<file path="src/rtl/mem_arb_pkg.sv">
// Shared types and constants for the two-master data RAM arbiter.
// Used by mem_arbiter and rd_tag_pipe.
package mem_arb_pkg;

    // Default geometry of the shared data RAM.
    localparam int DEF_ADDR_W = 12;
    localparam int DEF_DATA_W = 32;

    // Arbiter ownership states.
    typedef enum logic [1:0] {
        OPEN  = 2'd0,
        LOCK0 = 2'd1,
        LOCK1 = 2'd2
    } arb_state_t;

    // Master identifier: 0 = CPU load/store path, 1 = loader/debug DMA.
    typedef logic owner_t;

    localparam owner_t OWNER_M0 = 1'b0;
    localparam owner_t OWNER_M1 = 1'b1;

    // One in-flight read: which master must receive the returning data.
    typedef struct packed {
        logic   valid;
        owner_t owner;
    } rd_tag_t;

    // Round-robin choice on a conflict: the master that did not win last time.
    function automatic owner_t rr_pick(input owner_t last_grant);
        return ~last_grant;
    endfunction

endpackage

</file>
<file path="src/rtl/rd_tag_pipe.sv">
// Read tag pipeline: a DEPTH-deep shift register of rd_tag_t entries that
// follows each read through the RAM so its data can be steered back to the
// master that issued it. A synchronous clear empties every stage.
module rd_tag_pipe
    import mem_arb_pkg::*;
#(
    parameter int DEPTH = 1
) (
    input  logic    clk,
    input  logic    clear,
    input  rd_tag_t push_tag,
    output rd_tag_t pop_tag,
    output logic    any_valid
);

    rd_tag_t stage_q [DEPTH];

    // Shift one stage per cycle; stage 0 takes the tag of this cycle's accept.
    always_ff @(posedge clk) begin
        // NOTE: every stage is cleared on reset because the valid bits are
        // control state; a stale valid would produce a phantom response.
        // Non-blocking assignments keep all stages shifting from old values.
        if (clear) begin
            for (int i = 0; i < DEPTH; i++) begin
                stage_q[i] <= '0;
            end
        end else begin
            stage_q[0] <= push_tag;
            for (int i = 1; i < DEPTH; i++) begin
                stage_q[i] <= stage_q[i-1];
            end
        end
    end

    // The oldest stage lines up with the RAM data returning this cycle.
    assign pop_tag = stage_q[DEPTH-1];

    // Any stage holding a read means data is still owed to a master.
    always_comb begin
        // NOTE: assigning the default first keeps this block free of latches.
        any_valid = 1'b0;
        for (int i = 0; i < DEPTH; i++) begin
            any_valid = any_valid | stage_q[i].valid;
        end
    end

endmodule

</file>
<file path="src/rtl/mem_arbiter.sv">
// Two-master arbiter for the single-port data RAM.
// Master 0 is the CPU load/store path, master 1 the loader/debug DMA.
// At most one beat is accepted per cycle and drives the RAM command in that
// same cycle; reads are tracked by rd_tag_pipe so the data returning RD_LAT
// cycles later is delivered to the issuing master. A master may lock the RAM
// across a multi-beat sequence.
// Build option: define MEM_ARB_RR_EN for round-robin arbitration in OPEN;
// without it master 0 has fixed priority.
module mem_arbiter
    import mem_arb_pkg::*;
#(
    parameter int ADDR_W = DEF_ADDR_W,
    parameter int DATA_W = DEF_DATA_W,
    parameter int RD_LAT = 1           // RAM read latency, 1..4
) (
    input  logic              clk,
    input  logic              reset,

    input  logic              m0_req,
    input  logic              m0_we,
    input  logic              m0_lock,
    input  logic [ADDR_W-1:0] m0_addr,
    input  logic [DATA_W-1:0] m0_wdata,
    output logic              m0_gnt,
    output logic              m0_rvalid,
    output logic [DATA_W-1:0] m0_rdata,

    input  logic              m1_req,
    input  logic              m1_we,
    input  logic              m1_lock,
    input  logic [ADDR_W-1:0] m1_addr,
    input  logic [DATA_W-1:0] m1_wdata,
    output logic              m1_gnt,
    output logic              m1_rvalid,
    output logic [DATA_W-1:0] m1_rdata,

    output logic              ram_rd,
    output logic              ram_wr,
    output logic [ADDR_W-1:0] ram_addr,
    output logic [DATA_W-1:0] ram_wdata,
    input  logic [DATA_W-1:0] ram_rdata,

    output logic              busy
);

    arb_state_t        state_q;
    arb_state_t        state_d;
    owner_t            last_grant_q;

    // The accepted beat, selected from the winning master.
    logic              acc_valid;
    owner_t            acc_owner;
    logic              acc_we;
    logic              acc_lock;
    logic [ADDR_W-1:0] acc_addr;
    logic [DATA_W-1:0] acc_wdata;

    rd_tag_t           push_tag;
    rd_tag_t           pop_tag;
    logic              pipe_busy;

`ifndef MEM_ARB_RR_EN
    // Fixed priority never consults the previous winner.
    logic              unused_last_grant;
    assign unused_last_grant = last_grant_q;
`endif

    // Grant: lock owner only while locked, otherwise arbitrate between requesters.
    always_comb begin
        m0_gnt = 1'b0;
        m1_gnt = 1'b0;
        if (!reset) begin
            unique case (state_q)
                LOCK0: m0_gnt = m0_req;
                LOCK1: m1_gnt = m1_req;
                default: begin
                    if (m0_req && m1_req) begin
`ifdef MEM_ARB_RR_EN
                        if (rr_pick(last_grant_q) == OWNER_M0) begin
                            m0_gnt = 1'b1;
                        end else begin
                            m1_gnt = 1'b1;
                        end
`else
                        m0_gnt = 1'b1;
`endif
                    end else begin
                        m0_gnt = m0_req;
                        m1_gnt = m1_req;
                    end
                end
            endcase
        end
    end

    // Steer the winner's command fields onto the accepted-beat bus.
    always_comb begin
        acc_valid = m0_gnt | m1_gnt;
        acc_owner = m1_gnt ? OWNER_M1 : OWNER_M0;
        acc_we    = m0_we;
        acc_lock  = m0_lock;
        acc_addr  = m0_addr;
        acc_wdata = m0_wdata;
        if (m1_gnt) begin
            acc_we    = m1_we;
            acc_lock  = m1_lock;
            acc_addr  = m1_addr;
            acc_wdata = m1_wdata;
        end
    end

    // RAM command: strobes and address only in a cycle with an accepted beat.
    always_comb begin
        ram_rd    = acc_valid & ~acc_we;
        ram_wr    = acc_valid &  acc_we;
        ram_addr  = acc_valid ? acc_addr  : '0;
        ram_wdata = acc_valid ? acc_wdata : '0;
    end

    // Every accepted read enters the tag pipe; writes need no response.
    always_comb begin
        push_tag       = '0;
        push_tag.valid = acc_valid & ~acc_we;
        push_tag.owner = acc_owner;
    end

    rd_tag_pipe #(
        .DEPTH (RD_LAT)
    ) u_rd_tag_pipe (
        .clk       (clk),
        .clear     (reset),
        .push_tag  (push_tag),
        .pop_tag   (pop_tag),
        .any_valid (pipe_busy)
    );

    // Response: hand returning RAM data to the owner of the exiting tag.
    always_comb begin
        m0_rvalid = 1'b0;
        m1_rvalid = 1'b0;
        m0_rdata  = '0;
        m1_rdata  = '0;
        if (!reset && pop_tag.valid) begin
            if (pop_tag.owner == OWNER_M0) begin
                m0_rvalid = 1'b1;
                m0_rdata  = ram_rdata;
            end else begin
                m1_rvalid = 1'b1;
                m1_rdata  = ram_rdata;
            end
        end
    end

    // Lock FSM next state: enter on a locked beat, leave when the owner
    // finishes with an unlocked beat or goes idle with lock dropped.
    always_comb begin
        state_d = state_q;
        unique case (state_q)
            OPEN: begin
                if (acc_valid && acc_lock) begin
                    state_d = (acc_owner == OWNER_M1) ? LOCK1 : LOCK0;
                end
            end
            LOCK0: begin
                if ((m0_gnt && !m0_lock) || (!m0_req && !m0_lock)) begin
                    state_d = OPEN;
                end
            end
            LOCK1: begin
                if ((m1_gnt && !m1_lock) || (!m1_req && !m1_lock)) begin
                    state_d = OPEN;
                end
            end
            default: state_d = OPEN;
        endcase
    end

    // Lock FSM state register; reset releases any held lock.
    always_ff @(posedge clk) begin
        if (reset) begin
            state_q <= OPEN;
        end else begin
            state_q <= state_d;
        end
    end

    // Remember the winner of every accepted beat for round-robin fairness.
    always_ff @(posedge clk) begin
        if (reset) begin
            last_grant_q <= OWNER_M1;
        end else if (acc_valid) begin
            last_grant_q <= acc_owner;
        end
    end

    assign busy = !reset && (pipe_busy || (state_q != OPEN));

endmodule
</file>
<file path="config.mk">
export PLATFORM = sky130hd
export DESIGN_NAME = mem_arbiter
export DESIGN_NICKNAME = d
export VERILOG_FILES = /design/src/rtl/mem_arb_pkg.sv /design/src/rtl/rd_tag_pipe.sv /design/src/rtl/mem_arbiter.sv
export SDC_FILE = /design/constraint.sdc
export NUM_CORES = 1
export LEC_CHECK = 0
export CORE_AREA = 5 5 90 92
export CTS_CLUSTER_SIZE = 28
export DETAILED_ROUTE_END_ITERATION = 16
export DIE_AREA = 0 0 95 97
export PLACE_DENSITY = 0.77
export RECOVER_POWER = 25
export SLEW_MARGIN = 15
export SYNTH_ARGS = -nofsm -noshare
export SYNTH_HDL_FRONTEND = slang
export SYNTH_HIERARCHICAL = 1
export SYNTH_SLANG_ARGS = --single-unit
</file>
<file path="constraint.sdc">
create_clock -name clk -period 5.8 [get_ports clk]
set_clock_uncertainty 0.1 [all_clocks]
set_input_delay 1.16 -clock clk [delete_from_list [all_inputs] [get_ports clk]]
set_output_delay 1.16 -clock clk [all_outputs]
set_load 0.1 [all_outputs]
</file>
==> impl_metrics.ini <==
[logic_synthesis]
syn-num-nets = 391
synthTopCellsByArea = and2_1 27%, nand3_1 16%, o21ai_1 13%
yosysTopAreaCell = and2_1
synth-seq-area-share_pct = 5.40
yosys_warnings = 6
synthCells = 260
synth.top_cell.area_share_pct = 27.0
netlist_area_um2 = 1480
ys_seq_elements = 4
ys_types = 29
syn-mean-instance-area_um2 = 5.71

[clock_tree]
clkSinkCount = 4
clockRootBuffer = clkbuf_8
tritoncts = done
clock_latency_ns = 0.21
ctsResizeCount = 0
post-cts-setup-buffers = 0
cts_hold_buf = 0
path_clk_slew_ns = 0.03
h-tree-depth = 1
cts_buffers = 3
clock_path_buffers = 2

[power_and_ir_drop]
power_density_nw_per_um2 = 234
finalPower_mw = 0.869
vdd_drop_max_v = 0.000141
leakagePower_nw = 1.86

[cells_and_area]
nNetsFinal = 621
final_core_util_pct = 51.9
diodes = 0
final_cell_area_um2 = 3710
area_growth_pct = 150
n_fill_cell = 719
drive_gt1_share_pct = 25.0

[sta]
maxSlewViolCount = 0
timing.final.ws_setup_ns = 0.842
tns_ns = 0
setup-violations-final = 0
relSlewSlack_pct = 20.4
worst-slew-pin-transition_ns = 1.20
min_period_ns = 4.96
hold_viol = 0
post-route-period-util_pct = 85.5
max_freq_mhz = 202
grt_setup_unrepaired = false

[routing]
vias = 2527
via_per_inst = 4.30
drt_iter0_markers = 37
wl_per_cell_um = 13.7
ant_nets = 0
wl_mm = 8.06
drc_errors = 0
first_pass_iters = 4

[critical_path]
r2r-start = state_q[0]
worst_setup_path_end_kind = output pin
startpoint_type = input pin
required_ns = 4.54
cp.arrival_ns = 3.70
worstPathMaxFanout = 23
worstSetupPathType = input pin to output pin
r2r_slack_ns = 3.06
reg2reg_depth = 7
r2r-end = state_q[1]

[place]
place_ws_ns = 1.30
dp_hpwl_mm = 7.12
gp_congestion = 0.819
dpl_cell_area_um2 = 3710
numPortBuffers = 242

[global_route]
met3_usage_pct = 5.82
grt-busiest-layer = met2
grt_max_degree = 43
grt.met2_usage_pct = 32.1
track_usage_pct = 16.1
overflow = 0
grt_pass1_wl_mm = 12.0
antenna_found_initial = 0
grt_pass1_vias = 2478
grtUsageMet1_pct = 14.9

[worst_hold_path]
min_delay_worst_endpoint = state_q[0]
hp-start = state_q[0]
hold_depth = 2
min_path_type = flop to flop

[job]
maxCapViolations = 0

[floorplanning]
core-area_um2 = 7140
fp.dieArea_um2 = 9220
start_util_pct = 20.8
die_h_um = 97
rows = 31
die_w_um = 95
num_io_pins = 243

[status]
status = finished, final reports clean
-- cells in the final DEF (no fill, tap or decap), types with 2 or more instances in the layout --
cell               n
clkbuf_8           3
clkbuf_1           4
o21ai_1           40
and3b_1            2
nand2b_1           2
nand3_1           47
buf_12             3
nor2b_1            3
inv_1             50
buf_4            109
ha_1               3
nor3b_1            2
and2_1            64
clkdlybuf4s50_1  126
o21ai_0            6
clkbuf_2           5
dfxtp_1            4
-- flip-flops by register name, summed over array words and instances (netlist names) --
register and cells:
state_q 2, u_rd_tag_pipe/stage_q 2
-- worst max-delay path by stage --
stage | depth (start not counted) | slack [ns] | end | start
3_5_place_dp | 5 | 1.30 | m0_rdata[8] | reset
4_1_cts | 5 | 1.31 | m0_rdata[26] | reset
2_1_floorplan | 4 | 0.68 | ram_rd | reset
5_1_grt | 6 | 0.62 | ram_rd | reset
3_3_place_gp | 5 | 1.34 | m0_rdata[8] | reset
6_report | 6 | 0.84 | ram_addr[9] | reset
-- report_power, final --
part | internal [mW] | switching [mW] | leakage [nW]
combinational | 0.203 | 0.575 | 1.80
clock | 0.0441 | 0.0126 | 0.0216
sequential | 0.0320 | 0.00225 | 0.0326
-- layout make-up --
| cell class | count | area (µm²) | area share (%) |
|---|---|---|---|
| Timing Repair Buffer | 248 | 2190 | 59.1 |
| Tap cell | 99 | 124 | 3.34 |
| Inverter | 50 | 188 | 5.06 |
| Multi-Input combinational cell | 183 | 1080 | 29.3 |
| Sequential cell | 4 | 80.1 | 2.16 |
| Clock buffer | 3 | 41.3 | 1.11 |
-- per-stage QoR --
| stage | instances | hold WS (ns) |
|---|---|---|
| floorplan | 260 | 0.407 |
| global route | 587 | 0.501 |
| CTS | 587 | 0.463 |
| detailed placement | 584 | 0.458 |
| finish | 587 | 0.462 |
| global placement | 584 | 0.433 |
-- logic make-up after synthesis --
group	Yosys count	share of synthesized area, %
DFF	4	5.40
adders and majority gates	3	2.53
buffers and inverters	73	20.8
AOI/OAI and AO/OA	54	20.1
and+or+nand+nor	126	51.2
-- synth_stat cells --
cell type / n
nand3b_1: 1
nor3b_2: 2
a21o_1: 1
a22oi_2: 1
inv_1: 50
a21boi_0: 1
a311o_1: 1
and3b_1: 2
and3_4: 1
nand3_1: 47
o211a_1: 1
a21oi_1: 1
buf_6: 1
nand4b_1: 1
dfxtp_1: 4
nand2b_1: 2
clkbuf_1: 8
o21ai_0: 6
o32ai_1: 1
and2_1: 64
nor2b_1: 3
a31oi_1: 1
o21ai_1: 40
buf_2: 10
buf_4: 4
ha_1: 3
and4b_1: 1
nor2_1: 1
and4_1: 1
-- per-layer routing --
layer  routed length (µm)  vias to the layer above
li1                     -                     1298
met1                 2670                     1086
met2                 4300                      137
met3                  991                        6
met4                   94                        0
met5                    0                        -
-- worst max-delay path, cell delays in order --
cell and delay (ns):
dlygate4sd3_1 0.69, nor3b_1 0.30, clkbuf_1 0.79, nand3_1 0.16, o21ai_1 0.11, clkbuf_2 0.47
No activity file was read; power rests on OpenSTA's default activity.
